**config.mk**
```make
export PLATFORM = sky130hd
export DESIGN_NAME = hive_vector_resp
export DESIGN_NICKNAME = d
export VERILOG_FILES = /design/src/rtl/hive_vector_resp.sv
export SDC_FILE = /design/constraint.sdc
export NUM_CORES = 1
export LEC_CHECK = 0
export ABC_AREA = 1
export BUFFER_PORTS_ARGS = -buffer_cell sky130_fd_sc_hd__buf_2
export CAP_MARGIN = 0
export CORE_ASPECT_RATIO = 1.2
export CORE_UTILIZATION = 56
export DETAILED_ROUTE_END_ITERATION = 6
export PLACE_DENSITY = 0.73
export RECOVER_POWER = 25
export REMOVE_ABC_BUFFERS = 1
export SYNTH_ARGS = -nofsm -noshare
export SYNTH_HDL_FRONTEND = slang
export SYNTH_SLANG_ARGS = --single-unit
```
**constraint.sdc**
```tcl
create_clock -name clk_i -period 6.3 [get_ports clk_i]
set_input_delay 0.63 -clock clk_i [delete_from_list [all_inputs] [get_ports clk_i]]
set_output_delay 0.63 -clock clk_i [all_outputs]
set_load 0.005 [all_outputs]
```
**src/rtl/hive_vector_resp.sv**
```systemverilog
// Thread-side vector responder: services clear/interrupt/ISR-return per barrel thread at stage 7.
// Optional HIVE_VECT_SPLIT_EN gives each thread its own vector slot (base + id<<VECT_SHL).
module hive_vector_resp #(
  parameter int unsigned THREADS  = 8,
  parameter int unsigned PC_W     = 16,
  parameter logic [PC_W-1:0] CLT_BASE = 'h0000,
  parameter logic [PC_W-1:0] IRQ_BASE = 'h0020,
  parameter int unsigned VECT_SHL = 2,
  localparam int unsigned ID_W    = $clog2(THREADS)
) (
  input  logic                clk_i,
  input  logic                rst_i,
  input  logic [ID_W-1:0]     id_i,
  input  logic                clt_i,
  input  logic                irq_i,
  input  logic                op_irt_i,
  input  logic [PC_W-1:0]     pc_i,
  input  logic [PC_W-1:0]     pc_nxt_i,
  output logic [ID_W-1:0]     id_o,
  output logic [PC_W-1:0]     pc_o,
  output logic                clt_o,
  output logic                irt_o,
  output logic                vec_o,
  output logic                irq_er_o,
  output logic                irt_er_o,
  output logic [THREADS-1:0]  insvc_o
);

`ifdef HIVE_VECT_SPLIT_EN
  localparam logic SPLIT = 1'b1;
`else
  localparam logic SPLIT = 1'b0;
`endif

  typedef enum logic {RUN = 1'b0, ISR = 1'b1} state_t;

  state_t          st_q     [THREADS];
  logic [PC_W-1:0] ret_pc_q [THREADS];

  state_t          cur_st, nxt_st;
  logic            ret_we;
  logic [PC_W-1:0] ret_d;
  logic [PC_W-1:0] pc_d;
  logic            clt_d, irt_d, vec_d, irq_er_d, irt_er_d;
  logic [PC_W-1:0] vec_off, clt_vec, irq_vec;

  // Shared vectors when not split: the offset collapses to zero.
  always_comb begin
    vec_off = SPLIT ? (PC_W'(id_i) << VECT_SHL) : '0;
    clt_vec = CLT_BASE + vec_off;
    irq_vec = IRQ_BASE + vec_off;
  end

  always_comb begin
    cur_st   = st_q[id_i];
    nxt_st   = cur_st;
    ret_we   = 1'b0;
    ret_d    = ret_pc_q[id_i];
    pc_d     = pc_nxt_i;
    clt_d    = 1'b0;
    irt_d    = 1'b0;
    vec_d    = 1'b0;
    irq_er_d = 1'b0;
    irt_er_d = 1'b0;
    if (clt_i) begin
      pc_d   = clt_vec;
      vec_d  = 1'b1;
      clt_d  = 1'b1;
      nxt_st = RUN;
      ret_we = 1'b1;
      ret_d  = '0;
    end else if (irq_i && cur_st == RUN) begin
      // Accepted irq owns the cycle; a same-cycle irt is moot since the thread was not in ISR.
      ret_we = 1'b1;
      ret_d  = pc_i;
      pc_d   = irq_vec;
      vec_d  = 1'b1;
      nxt_st = ISR;
    end else begin
      irq_er_d = irq_i;
      if (op_irt_i) begin
        if (cur_st == ISR) begin
          pc_d   = ret_pc_q[id_i];
          irt_d  = 1'b1;
          vec_d  = 1'b1;
          nxt_st = RUN;
        end else begin
          irt_er_d = 1'b1;
        end
      end
    end
  end

  always_ff @(posedge clk_i or posedge rst_i) begin
    if (rst_i) begin
      for (int unsigned t = 0; t < THREADS; t++) begin
        st_q[t]     <= RUN;
        ret_pc_q[t] <= '0;
      end
      id_o     <= '0;
      pc_o     <= CLT_BASE;
      clt_o    <= 1'b0;
      irt_o    <= 1'b0;
      vec_o    <= 1'b0;
      irq_er_o <= 1'b0;
      irt_er_o <= 1'b0;
    end else begin
      st_q[id_i] <= nxt_st;
      if (ret_we) ret_pc_q[id_i] <= ret_d;
      id_o     <= id_i;
      pc_o     <= pc_d;
      clt_o    <= clt_d;
      irt_o    <= irt_d;
      vec_o    <= vec_d;
      irq_er_o <= irq_er_d;
      irt_er_o <= irt_er_d;
    end
  end

  always_comb begin
    for (int unsigned t = 0; t < THREADS; t++) insvc_o[t] = (st_q[t] == ISR);
  end

endmodule
```
==> results of run 1 <==
## per-layer routing
metal / track usage (%) / up-vias / wire [um]
met2: 50.1 / 350 / 10700
li1: - / 3404 / -
met1: 42.3 / 3454 / 9240
met4: 12.7 / 0 / 579
met3: 7.63 / 46 / 1930
met5: 0 / - / 0
## Yosys cell counts
master,n,area share [%]
a21oi_1,39,2.5
buf_1,14,0.66
buf_2,40,2.5
buf_4,13,1.2
buf_6,1,0.14
clkbuf_1,13,0.62
clkbuf_2,11,0.70
clkinv_1,3,0.14
dfrtp_1,160,51
inv_1,13,0.62
inv_2,4,0.19
nand2_1,494,23
nand2_2,8,0.63
nand2_4,1,0.14
nand3_1,8,0.51
nand3_2,1,0.13
nand4_1,154,12
nor2_1,20,0.95
nor2_2,3,0.24
nor2_4,1,0.14
nor3_2,2,0.25
nor3_4,1,0.21
o21ai_0,21,1.3
## final cells by class
| cell class | instances | share of cell area (%) |
|---|---|---|
| well taps | 171 | 2.44 |
| clock buffers | 23 | 5.56 |
| inverters | 20 | 0.898 |
| diodes | 1 | 0.0285 |
| repair buffers | 85 | 5.19 |
| flip-flops and latches | 160 | 45.6 |
| multi-input cells | 753 | 38.5 |
| clock inverters | 9 | 1.75 |
## state kept, by name, indices dropped and copies added, names as in the netlist
register  count
clt_o         1
id_o          3
insvc_o       8
irq_er_o      1
irt_er_o      1
irt_o         1
pc_o         16
ret_pc_q    128
vec_o         1
## path summary, 6_finish.rpt
check                              from             to  slack [ps]
setup reg to reg             insvc_o[3]        pc_o[9]        3730
hold reg to reg            ret_pc_q[29]   ret_pc_q[29]         470
min in group asynchronous         rst_i  ret_pc_q[107]        1520
setup / recovery                id_i[1]   ret_pc_q[23]        2440
max in group asynchronous         rst_i   ret_pc_q[51]        2650
hold / removal                    clt_i          clt_o         450
## report_power, final
part           total, mW  internal [mW]  leakage (nW)  switching (mW)
clock               1.12          0.705         0.309           0.414
sequential          1.21           1.14          2.13          0.0630
combinational      0.367          0.107          2.28           0.260
total               2.69           1.95          4.73           0.737
## stage by stage
step                      util, %  power [mW]  instances
after CTS                    63.5        2.70       1221
final                        63.5        2.69       1222
after detailed placement     58.9        1.58       1189
after floorplan                 -        1.43        933
after global placement       58.9        1.58       1189
after global routing         63.5        2.79       1221
## cell families (layout without fill, tap and decap cells)
logic type             after synthesis  count (layout)
buffers and inverters              112             137
other                                0               1
AND/OR/NAND/NOR                    693             693
AO/OA/AOI/OAI                       60              60
flip-flops                         160             160
## placed cells by master, fill, tap and decap left out, types with 2 or more instances in the layout
cell        instances
nand2_1           494
dfrtp_1           160
nand4_1           154
buf_2              67
a21oi_1            39
o21ai_0            21
nor2_1             19
clkbuf_16          17
buf_4              14
inv_1              12
nand3_1             8
nand2_2             8
clkbuf_1            6
clkbuf_8            4
bufinv_16           4
nor2_2              3
inv_2               3
clkinv_1            3
nor2_4              2
nor3_2              2
clkinvlp_4          2
clkinv_2            2
## worst max-delay path, cell delays in order
cell and delay, ps:
clkbuf_1 1180, inv_2 660, nor3_2 750, buf_4 370
nand2_2 330, nand2_1 160, nand2_1 60
==> impl_metrics.yaml, run 1 <==
sta:
  tightest_slew_ps: 4420
  rsz0062_at_grt: "no"
  layout_setup_ws_ps: 2440
  max_clock_freq_mhz: 259
  setup_tns_ps: 0
  slew-limit-headroom_pct: -196
  maxSlewViolCount: 134
  final.min_clock_period_ps: 3860
  final-hold-violation-count: 0
  period_share_pct: 61.2
  timing.final.setup_violations: 0
  fin_skew_ps: 10.1
  whs_ps: 446
synth:
  synth_top_family_by_area: "simple AND/OR/NAND/NOR gates"
  synth_warnings: 0
  synth_mux_area_share_pct: 0
  synth-compound-area-share_pct: 3.79
  synthCells: 1025
  ys_seq_elements: 160
  synthDistinctLibCells: 23
  syn_area_per_cell_um2: 7.72
  synthSimpleGateAreaFrac_pct: 38.8
  synth_fa_ha_area_share_pct: 0
  ys_seq_area_share_pct: 50.6
  synth_area_um2: 7920
  synthXorXnorAreaFrac_pct: 0
cts:
  post_cts_buffers: 0
  clk_latency_ps: 430
  clockBufferDepth: 2
  cts.repair.resized: 0
  cts.sinks: 160
  htreeDepth: 4
  cts_tree: "done"
  cts_root_buffer: "clkbuf_16"
  clkTransAtPathRegs_ps: 60
  hold_buffers: 0
  cts_inserted_buffers: 17
final_layout:
  multi_input_area_um2: 3380
  area_growth_pct: 10.9
  final_nets: 1077
  postLayoutCellArea_um2: 8770
  layout-drive-gt1-share_pct: 12.8
  nFillCells: 1182
  register_area_um2: 4000
drt:
  vias_per_cell: 5.94
  drt-total-wl_um: 22400
  drt-initial-drc-count: 755
  ant_nets: 0
  drc_errors: 0
  wire_per_inst_um: 18.4
  firstDrtPassIters: 6
  dr_total_vias: 7254
setup_path:
  cp_max_fo: 30
  crit_type: "in -> reg"
  ff2ff_path_depth: 8
  critPathLaunchType: "primary input"
  end_kind: "flop"
  worstPathRequired_ps: 6620
  cp.arrival_ps: 4180
grt:
  grt.total_usage_pct: 31.7
  grt_pass1_vias: 6776
  grt_overflow: 0
  grt_first_pass_wirelength_um: 36000
  grt_max_degree: 103
  antenna_found_initial: 1
floorplanning:
  core-area_um2: 13800
  dieWidth_um: 111
  dieArea_um2: 14600
  num_rows: 47
  die_y_um: 132
  start_util_pct: 57.3
  io_pins: 72
pwr:
  power_leakage_nw: 4.73
  peakVddDrop_mv: 0.211
  p_per_area_nw_per_um2: 307
placement:
  numPortBuffers: 71
  dp_slack_ps: 2730
  gp_congestion: 0.812
  dp_hpwl_um: 11900
  placement.cell_area_um2: 8140
run_status:
  status: "complete, but fails checks"
  violations: "capacitance limit, slew limit"
flow_run:
  cap_violations: 2
hold_path:
  min_path_cells: 1
  hold_class: "in -> reg"
Note: power is estimated with default switching activity, not from simulation.
==> run 2: changes to the inputs <==
Settings changed: ABC_AREA 1 to 0.
Clock period 6.3 ns to 3.87 ns, I/O delays scaled along.
==> impl_metrics.yaml, run 2 <==
placement:
  gp_congestion: 0.833
  dp.cells: 757
  dp_hpwl_um: 12100
  numPortBuffers: 71
run_status:
  violations: "capacitance limit, slew limit"
  status: "complete, but fails checks"
setup_path:
  cp_max_fo: 36
  cp.arrival_ps: 3520
  crit_type: "in -> reg"
  end_kind: "flop"
  cp-startpoint: "id_i[2]"
  critPathCapture: "ret_pc_q[3]"
  r2r_setup_slack_ps: 1200
  ff2ff_path_depth: 6
  rr_startpoint: "insvc_o[5]"
  worstReg2RegEnd: "ret_pc_q[41]"
  critPathLaunchType: "primary input"
  worstPathRequired_ps: 4180
final_layout:
  num_antenna_cells: 0
  final_core_util_pct: 67.2
  regMostFlops: "ret_pc_q"
  area_growth_pct: 15.8
  final_nets: 655
  final_common_cell: "dfrtp_1"
  final_cell_mix: "dfrtp_1 (160), a22o_1 (128), buf_2 (68)"
  largest_register_ffs: 128
  layout-drive-gt1-share_pct: 25.6
  final_cells: 789
cts:
  cts_root_buffer: "clkbuf_16"
  cts.sinks: 160
  cts_tree: "done"
  cts_inserted_buffers: 17
  cts.repair.resized: 0
  hold_buffers: 0
  clkTransAtPathRegs_ps: 60
  clk_latency_ps: 420
  clockBufferDepth: 2
  post_cts_buffers: 0
  htreeDepth: 4
hold_path:
  min_path_cells: 2
  hold_class: "in -> reg"
sta:
  slew-limit-headroom_pct: -49.9
  final-hold-violation-count: 0
  period_share_pct: 83.0
  maxSlewViolCount: 106
  tightest_slew_ps: 2240
  max_clock_freq_mhz: 311
  timing.final.setup_violations: 0
  final.min_clock_period_ps: 3210
  fin_skew_ps: 6.92
  rsz0062_at_grt: "no"
synth:
  synth.most_common_cell: "dfrtp_1"
  synthDistinctLibCells: 50
  synth_top_area_share_pct: 56.4
  yosys.area.top_type: "dfrtp_1"
  synth.area.top_cells: "dfrtp_1 (56%), a22o_1 (16%), mux4_2 (6.0%)"
  synthCells: 540
  ys_async_sr_fraction_pct: 100
  syn_area_per_cell_um2: 13.1
  ys_seq_area_share_pct: 56.4
  synth_area_um2: 7090
  synth_edf_count: 0
  synth_flop_cell: "dfrtp_1"
  ys_seq_elements: 160
  synth_warnings: 0
  synthTopCellsByCount: "dfrtp_1 (160), a22o_1 (128), nand2_1 (28)"
drt:
  firstDrtPassIters: 5
  drt-initial-drc-count: 565
  dr_total_vias: 5353
  drt-total-wl_um: 19700
  ant_nets: 0
  vias_per_cell: 6.78
  drc_errors: 0
  wire_per_inst_um: 24.9
grt:
  grt_overflow: 0
  grt_first_pass_wirelength_um: 31100
  grt_max_degree: 107
  grt.total_usage_pct: 31.9
  grt_pass1_vias: 5370
  antenna_found_initial: 0
floorplanning:
  num_rows: 44
  io_pins: 72
  dieWidth_um: 105
  die_y_um: 125
  dieArea_um2: 13100
  core-area_um2: 12200
  start_util_pct: 58.0
pwr:
  power_leakage_nw: 3.93
  peakVddDrop_mv: 0.256
  p_per_area_nw_per_um2: 511
flow_run:
  cap_violations: 1
-- run 2: cell count changes after synthesis, sizes merged, moves of 18 or more --
cell	change
nor2b	+21
a21oi	-33
nand4	-152
a22o	+128
nand2	-475
mux4	+19
mux2i	+18
buf	-41
-- run 2: worst min-delay path by stage --
| stage | from | end |
|---|---|---|
| 2_1_floorplan | clt_i | clt_o |
| 5_1_grt | pc_nxt_i[8] | pc_o[8] |
| 3_3_place_gp | ret_pc_q[32] | ret_pc_q[32] |
| 4_1_cts | pc_nxt_i[12] | pc_o[12] |
| 3_5_place_dp | ret_pc_q[46] | ret_pc_q[46] |
| 6_report | pc_nxt_i[12] | pc_o[12] |
-- run 2: layout make-up --
| cell class | instances | area [um^2] |
|---|---|---|
| inverters | 11 | 45.0 |
| multi-input cells | 329 | 2850 |
| flip-flops and latches | 160 | 4000 |
| well taps | 161 | 201 |
| fillers | 923 | 4010 |
| clock buffers | 22 | 474 |
| repair buffers | 96 | 552 |
| clock inverters | 10 | 86.3 |
-- run 2: routing by layer --
layer,part of all wire [%],GRT usage [%],vias to the layer above
li1,-,-,2241
met4,3.3,14.6,0
met1,41,44.1,2721
met5,0,0,-
met3,9.2,7.92,63
met2,46,48.1,328
-- run 2: power by group --
group          switching (mW)  total, mW  internal (mW)  leakage [nW]
Sequential              0.126       2.00           1.87          2.12
Clock                   0.660       1.59          0.930         0.272
Combinational           0.313      0.608          0.295          1.54
-- run 2: logic make-up (layout without fill, tap and decap cells) --
logic type,Yosys count,count (layout),synth area share (%)
AO/OA/AOI/OAI,192,192,23.3
buffers and inverters,51,139,3.40
flip-flops,160,160,56.4
multiplexers,45,45,9.84
AND/OR/NAND/NOR,92,92,6.99
-- run 2: through the flow --
stage | setup WS (ps) | hold WS, ps | power [mW] | setup TNS [ps] | area (um^2)
global placement | 756 | 477 | 2.60 | 0 | 7650
finish | 656 | 169 | 4.20 | 0 | 8210
global route | 553 | 180 | 4.35 | 0 | 8210
detailed placement | 680 | 476 | 2.62 | 0 | 7650
CTS | 1100 | 164 | 4.19 | 0 | 8220
floorplan | -837 | 418 | 2.37 | -133910 | 6890
-- run 2: critical path, cell delays in order --
cell and delay, ps:
clkbuf_1 760, buf_4 640, and2_0 510, nand2_1 220
o21bai_1 450, buf_4 340, a22o_1 200
==> run 3: changes to the inputs <==
Settings changed: ABC_AREA 0 to 1.
Clock period 3.87 ns to 3.2 ns, I/O delays scaled along.
==> impl_metrics.yaml, run 3 (synthesized netlist as in run 1, its figures left out) <==
setup_path:
  crit_type: "in -> reg"
  cp_max_fo: 24
  crit_buf_inv: 4
  worstPathRequired_ps: 3510
  cp_top_family: "buffers and inverters"
  cp.arrival_ps: 2750
  end_kind: "flop"
  critPathMaxStageDelay_ps: 790
  slowest_stage: "clkbuf_1"
  critPathLaunchType: "primary input"
  cp_cell_sequence: "clkbuf_1, buf_4, inv_2, nor3_4, buf_4, nand2_2, nand2_1, nand2_1"
pwr:
  p_seq_share_pct: 46.8
  p_per_area_nw_per_um2: 574
  power_leakage_nw: 4.77
  clkPwrFrac_pct: 38.1
  net-switching-power_mw: 1.46
  combPwrFrac_pct: 15.1
  p_int_mw: 3.61
  swShare_pct: 28.9
  peakVddDrop_mv: 0.542
flow_run:
  cap_violations: 1
drt:
  ant_nets: 0
  wire_per_inst_um: 18.6
  dr_total_vias: 7411
  firstDrtPassIters: 5
  vias_per_cell: 6.02
  drt-initial-drc-count: 803
  drc_errors: 0
  drt-total-wl_um: 22900
floorplanning:
  core-area_um2: 13800
  die_y_um: 132
  io_pins: 72
  dieWidth_um: 111
  num_rows: 47
  start_util_pct: 57.3
  dieArea_um2: 14600
sta:
  timing.final.setup_violations: 0
  setup_tns_ps: 0
  max_clock_freq_mhz: 409
  slew-limit-headroom_pct: -16.3
  rsz0062_at_grt: "no"
  final-hold-violation-count: 0
  layout_setup_ws_ps: 758
  whs_ps: 136
  final.min_clock_period_ps: 2440
  maxSlewViolCount: 77
  tightest_slew_ps: 1740
  period_share_pct: 76.3
  fin_skew_ps: 5.40
cts:
  clkTransAtPathRegs_ps: 60
  post_cts_buffers: 0
  hold_buffers: 0
  clockBufferDepth: 2
  cts.sinks: 160
  cts_tree: "done"
  htreeDepth: 4
  cts_inserted_buffers: 17
  clk_latency_ps: 430
  cts_root_buffer: "clkbuf_16"
  cts.repair.resized: 0
run_status:
  status: "complete, but fails checks"
  violations: "capacitance limit, slew limit"
final_layout:
  largest_register_ffs: 128
  final_common_cell: "nand2_1"
  layout-drive-gt1-share_pct: 13.7
  final_cell_mix: "nand2_1 (494), dfrtp_1 (160), nand4_1 (154)"
  area_growth_pct: 11.6
  num_antenna_cells: 0
  regMostFlops: "ret_pc_q"
  final_nets: 1088
grt:
  grt.total_usage_pct: 32.4
  grt_max_degree: 154
  grt_pass1_vias: 6990
  grt_overflow: 0
  grt_first_pass_wirelength_um: 36900
  antenna_found_initial: 0
placement:
  numPortBuffers: 71
  gp_congestion: 0.864
  dp_hpwl_um: 12900
  dp_slack_ps: 839
hold_path:
  hold_class: "in -> reg"
-- run 3: cell types whose count changed in the layout (fill, tap and decap cells not counted), moves of 8 or more --
cell | previous run | this run
mux4_2 | 19 | 0
nand4_1 | 2 | 154
nor2b_1 | 21 | 0
a21oi_1 | 5 | 39
mux2i_1 | 18 | 0
o31ai_1 | 8 | 0
nand2_1 | 28 | 494
o21ai_0 | 2 | 21
a22o_1 | 128 | 0
nand2b_1 | 8 | 0
nor2_1 | 11 | 19
nand2_2 | 0 | 8
o2bb2ai_1 | 12 | 0
-- run 3: stage by stage --
stage,power (mW),std cells,area (um^2),utilization (%)
2_1_floorplan,2.81,933,7450,-
3_3_place_gp,3.15,1200,8280,59.9
3_5_place_dp,3.16,1200,8280,59.9
4_1_cts,5.08,1232,8840,64.0
5_1_grt,5.27,1232,8830,63.9
6_report,5.07,1232,8830,63.9
-- run 3: final cells by class --
class	count	area, um^2
Clock buffer	21	470
Clock inverter	11	88.8
Fill cell	1266	4990
Inverter	20	81.3
Multi-Input combinational cell	753	3380
Sequential cell	160	4000
Tap cell	171	214
Timing Repair Buffer	96	597
-- run 3: routing by layer --
metal	GRT usage [%]	vias to the layer above	part of all wire, %
met5	0	-	0
met4	14.2	0	3.2
met3	5.93	62	8.1
met2	51.0	348	47
met1	44.1	3565	42
li1	-	3436	-
-- run 3: power groups by stage --
| stage | registers (mW) | clock network, mW | logic (mW) |
|---|---|---|---|
| 2_1_floorplan | 2.38 | 0 | 0.435 |
| 3_3_place_gp | 2.40 | 0 | 0.747 |
| 3_5_place_dp | 2.40 | 0 | 0.760 |
| 4_1_cts | 2.37 | 1.95 | 0.763 |
| 5_1_grt | 2.40 | 2.02 | 0.855 |
| 6_report | 2.37 | 1.93 | 0.767 |
-- run 3: tightest hold or removal path, stage by stage --
cell     delay (ps)
buf_2            80
nand4_1          80
nand2_1          60
-- run 3: worst paths after layout --
kind	from	to	slack, ps	cells after the start
max	id_i[1]	ret_pc_q[65]	760	8
min	pc_nxt_i[8]	pc_o[8]	140	3
max reg2reg	insvc_o[4]	ret_pc_q[3]	1180	10
min reg2reg	ret_pc_q[106]	ret_pc_q[106]	470	2
max in group asynchronous	rst_i	ret_pc_q[84]	1780	3
min in group asynchronous	rst_i	id_o[0]	380	2
